$ cat src/rtl/priority_encoder_4x2.sv
// rtl/priority_encoder_4x2.sv - registered 4-to-2 priority encoder with valid flag
module priority_encoder_4x2 (
  input  logic       clk,
  input  logic       rst,
  input  logic       en,
  input  logic [3:0] D,
  output logic [1:0] Y,
  output logic       Vld
);

  logic [1:0] code;
  logic       any;

  // Highest-numbered asserted bit wins; Y=00 is only meaningful with Vld=1
  always_comb begin
    code = 2'b00;
    any  = 1'b1;
    casez (D)
      4'b1???: code = 2'b11;
      4'b01??: code = 2'b10;
      4'b001?: code = 2'b01;
      4'b0001: code = 2'b00;
      default: begin
        code = 2'b00;
        any  = 1'b0;
      end
    endcase
  end

  always_ff @(posedge clk) begin
    if (rst) begin
      Y   <= 2'b00;
      Vld <= 1'b0;
    end else if (en) begin
      Y   <= code;
      Vld <= any;
    end
  end

endmodule

$ cat config.mk
export PLATFORM = sky130hd
export DESIGN_NAME = priority_encoder_4x2
export DESIGN_NICKNAME = d
export VERILOG_FILES = /design/src/rtl/priority_encoder_4x2.sv
export SDC_FILE = /design/constraint.sdc
export NUM_CORES = 1
export LEC_CHECK = 0
export BUFFER_PORTS_ARGS = -buffer_cell sky130_fd_sc_hd__buf_2
export CAP_MARGIN = 5
export CORE_AREA = 3 3 40 42
export DETAILED_ROUTE_END_ITERATION = 8
export DIE_AREA = 0 0 43 45
export GPL_TIMING_DRIVEN = 0
export SYNTH_ARGS = -nofsm -noshare
export SYNTH_HDL_FRONTEND = slang
export SYNTH_SLANG_ARGS = --single-unit
$ cat constraint.sdc
create_clock -name clk -period 0.8 [get_ports clk]
set_clock_uncertainty 0.1 [all_clocks]
set_input_delay 0.04 -clock clk [delete_from_list [all_inputs] [get_ports clk]]
set_output_delay 0.04 -clock clk [all_outputs]
set_load 0.02 [all_outputs]
### Word-level counts from Yosys, hierarchy flattened

Cells that the tools add are included.

| word-level totals | value |
|---|---|
| bits in registers | 3 |
| output and inout port bits | 3 |
| logic and storage cells | 8 |

| operators by class | value |
|---|---|
| equality and inequality tests | 3 |
| muxes and demuxes | 2 |
| reductions and logical operators | 1 |

Operators with widths:

| cell | number |
|---|---|
| $pmux W2 S3 | 1 |
| $eq A4 B1 Y1 const B | 1 |
| $reduce_or A4 Y1 | 1 |
| $eq A3 B1 Y1 const B | 1 |
| $eq A2 B1 Y1 const B | 1 |
| $mux W1 | 1 |

### Longest topological paths before layout

| logic depth | value |
|---|---|
| depth after elaboration | 3 |
| gate-level depth with buffers | 2 |
| gate-level depth less buffers | 2 |

### Worst setup path before layout

No wires, ideal clock.

| timing path | value |
|---|---|
| path kind | register to register |
| from | reg Vld (netlist name) |
| to | reg Vld |
| library setup time | 0.091 ns |
| arrival time | 0.680 ns |
| data required time | 0.609 ns |
| slack | -0.071 ns |
| cell stages (with the launch flop) | 3 |
| path buffers | 0 |
| period minus slack after synthesis | 0.871 ns |
| cell sequence | dfxtp_1 nor2_1 a311oi_1 |

RTL lines:

| item | RTL line | RTL |
|---|---|---|
| end signal, assigned | 36 | `Vld <= any;` |
| end, declared | 8 | `output logic Vld` |

### Worst setup path after layout

| timing path | value |
|---|---|
| from | reg Y[0] |
| to | out Y[0] |

RTL lines:

| item | RTL line | RTL |
|---|---|---|
| start, declared | 7 | `output logic [1:0] Y,` |
| start signal, assigned | 35 | `Y <= code;` |

No word-level cell between the ends.

==> impl_metrics.csv <==
group,metric,value,unit
worst_setup_path,end_kind,"output port",
worst_setup_path,path_cells,"buf_6",
die,ios,10,
yosys,synth_nets,20,
timing,worstMarginPinSlew,0.187,ns
min_path,whs_path_depth,2,
timing,slew_violations,0,
pwr,power.internal,0.392,mW
routing,wirelength,318,µm
clocking,insertion_delay,0.23,ns
yosys,synth_most_common_cell,"nor2_1",
cells_and_area,insertedDiodeCount,0,
routing,postRouteAntennaNets,0,
timing,fin_ws,-0.0269,ns
pwr,sequentialPowerShare,33.2,%
worst_setup_path,r2r_slack,0.03,ns
clocking,cts_buffers,3,
timing,timing.final.hold_violations,3,
pwr,p_per_area,2190,nW/µm²
worst_setup_path,required,0.66,ns
clocking,cts_tree,"yes",
cells_and_area,syn_to_final_growth,105,%
routing,drtIter0Drc,1,
clocking,cts_setup_buffers,0,
clocking,cts-root-buf,"clkbuf_4",
pwr,p_comb_share,15.5,%
cells_and_area,drive_gt1_share,61.5,%
timing,finalSetupViolCount,3,
worst_setup_path,critPathMaxFanout,2,
grt,track_usage,4.08,%
worst_setup_path,setup.worst_path.end,"Y[0]",
routing,wl_met2,146,µm
timing,max_freq,1.21,GHz
worst_setup_path,slowest_delay,0.33,ns
worst_setup_path,reg2reg_depth,2,
clocking,cts.path.max_buffers,2,
timing,period_share,103,%
timing,slew_headroom,87.5,%
yosys,syn_inst,13,
routing,wl_per_cell,7.76,µm
worst_setup_path,crit_buf_inv,1,
routing,vias,138,
routing,met3WireLength,33,µm
yosys,synth-edff-count,0,
routing,vias_per_cell,3.37,
worst_setup_path,crit_cells,1,
place,port_buffers,9,
yosys,synth_warnings,0,
yosys,async_flop_share,0,%
timing,layout_min_cycle_time,0.827,ns
min_path,hold_class,"in -> reg",
yosys,synth_cell_type_count,6,
yosys,synth_area_per_cell,8.76,µm²
pwr,p_switching,0.122,mW
die,die_w,43,µm
pwr,pwr-share-clk,51.2,%
pwr,power.leakage,0.105,nW
worst_setup_path,critPathLaunchType,"flop",
grt,antenna_found_initial,0,
cells_and_area,final_cell_area,234,µm²
cells_and_area,utilization,18.2,%
pwr,power,0.514,mW
worst_setup_path,path_class,"reg -> out",
grt,grt_start_max_net_pins,7,
worst_setup_path,critPathArrivalTime,0.69,ns
pwr,netSwitchingFraction,23.7,%
yosys,ys_seq_elements,3,
worst_setup_path,crit_family,"flip-flops",
grt,grt_overflow_total,0,
timing,hold_ws,-0.0997,ns
die,die-height,45,µm
status,status,"finished, violations left",
place,gp_congestion,0.562,
timing,rsz0062_at_grt,"true",
worst_setup_path,r2r-start,"Vld",
die,rows,13,
pwr,peakVddDrop,0.221,mV
place,placed_area,184,µm²
routing,wl_met1,123,µm
yosys,synth_commonest_cells,"nor2_1 (5), dfxtp_1 (3), a311oi_1 (2)",
worst_setup_path,r2r_end,"Vld",
grt,grt_pass1_wl,489,µm
routing,topRoutingLayerUsed,"met4",
worst_setup_path,crit_path_top_delay_cell,"dfxtp_4",
job,drv_cap,0,
status,violations,"negative hold slack, negative setup slack",
yosys,syn_area,114,µm²
die,initial_core_util,8.86,%
die,die_area,1940,µm²
yosys,synth.area.top_cells,"dfxtp_1 (53%), nor2_1 (16%), a311oi_1 (15%), a211oi_1 (6.6%), nand2b_1 (5.5%)",
yosys,yosys.area.top_type_share,52.7,%
cells_and_area,finalNetCount,34,
clocking,cts.clk_slew.worst_paths,0.04,ns
yosys,seq_area_frac_synth,52.7,%
clocking,cts_max_level,1,
routing,firstDrtPassIters,2,
routing,drcViolationCount,0,
yosys,synth_ff_type,"dfxtp_1",
grt,grt_pass1_vias,137,
worst_setup_path,critPathLaunch,"Y[0]",
yosys,yosys.area.top_type,"dfxtp_1",
die,core_region_area,1280,µm²
clocking,clock_sinks,3,
## state kept, by name, indices dropped and copies added, names as in the netlist
register	flops
Y	2
Vld	1
## kinds of logic after synthesis
logic type	synth area share, %
flops	52.7
buf+inv	3.29
compound gates	22.0
simple gates	22.0
## worst min-delay path by stage
stage                 to  slack [ns]  start
floorplan           Y[0]       0.002    rst
global placement    Y[0]        0.13    rst
detailed placement  Y[0]        0.13    rst
CTS                 Y[0]       -0.12    rst
global route         Vld       -0.09    rst
finish              Y[1]        -0.1    rst
## layout by cell type (no fill, tap or decap)
cell      n
dfxtp_2   2
clkbuf_4  3
a311oi_1  2
dfxtp_4   1
buf_2     6
inv_1     1
nor2_1    5
clkbuf_1  1
nand2b_1  1
a211oi_2  1
buf_6     3
## per-layer routing
metal  vias up  GRT usage (%)
met3         2          0.398
met1        56           3.61
met4         0           9.04
met2         8           5.39
met5         -              0
li1         72              -
## area by class of cell
class / instances / area, µm²
Fill cell: 151 / 1050
Inverter: 1 / 3.75
Clock buffer: 4 / 26.3
Sequential cell: 3 / 66.3
Timing Repair Buffer: 9 / 63.8
Tap cell: 15 / 18.8
Multi-Input combinational cell: 9 / 55.1
## what timing repair did
| action | in CTS | in global routing |
|---|---|---|
| resized for setup | 6 | 1 |
| pin swaps | 0 | 1 |
| endpoints found under the setup margin | 3 | 5 |
| endpoints found under the hold margin | 3 | 3 |
| cloned | 0 | 0 |
## metrics by stage
stage          cells  setup TNS (ns)  hold slack [ns]  worst slack, ns
6_report          41         -0.0427          -0.0997          -0.0269
5_1_grt           41          -0.101          -0.0890          -0.0433
4_1_cts           41         -0.0855           -0.119          -0.0400
3_5_place_dp      37               0            0.131           0.0261
3_3_place_gp      37               0            0.130           0.0366
2_1_floorplan     13         -0.0114          0.00240          -0.0114
## power by group through the flow
stage	clock [mW]	sequential (mW)	combinational, mW
final	0.263	0.171	0.0797
after global routing	0.282	0.172	0.0865
after CTS	0.280	0.171	0.0777
after detailed placement	0	0.171	0.0648
after global placement	0	0.170	0.0650
after floorplan	0	0.185	0.0164
Power figures use the tool's default switching activity.
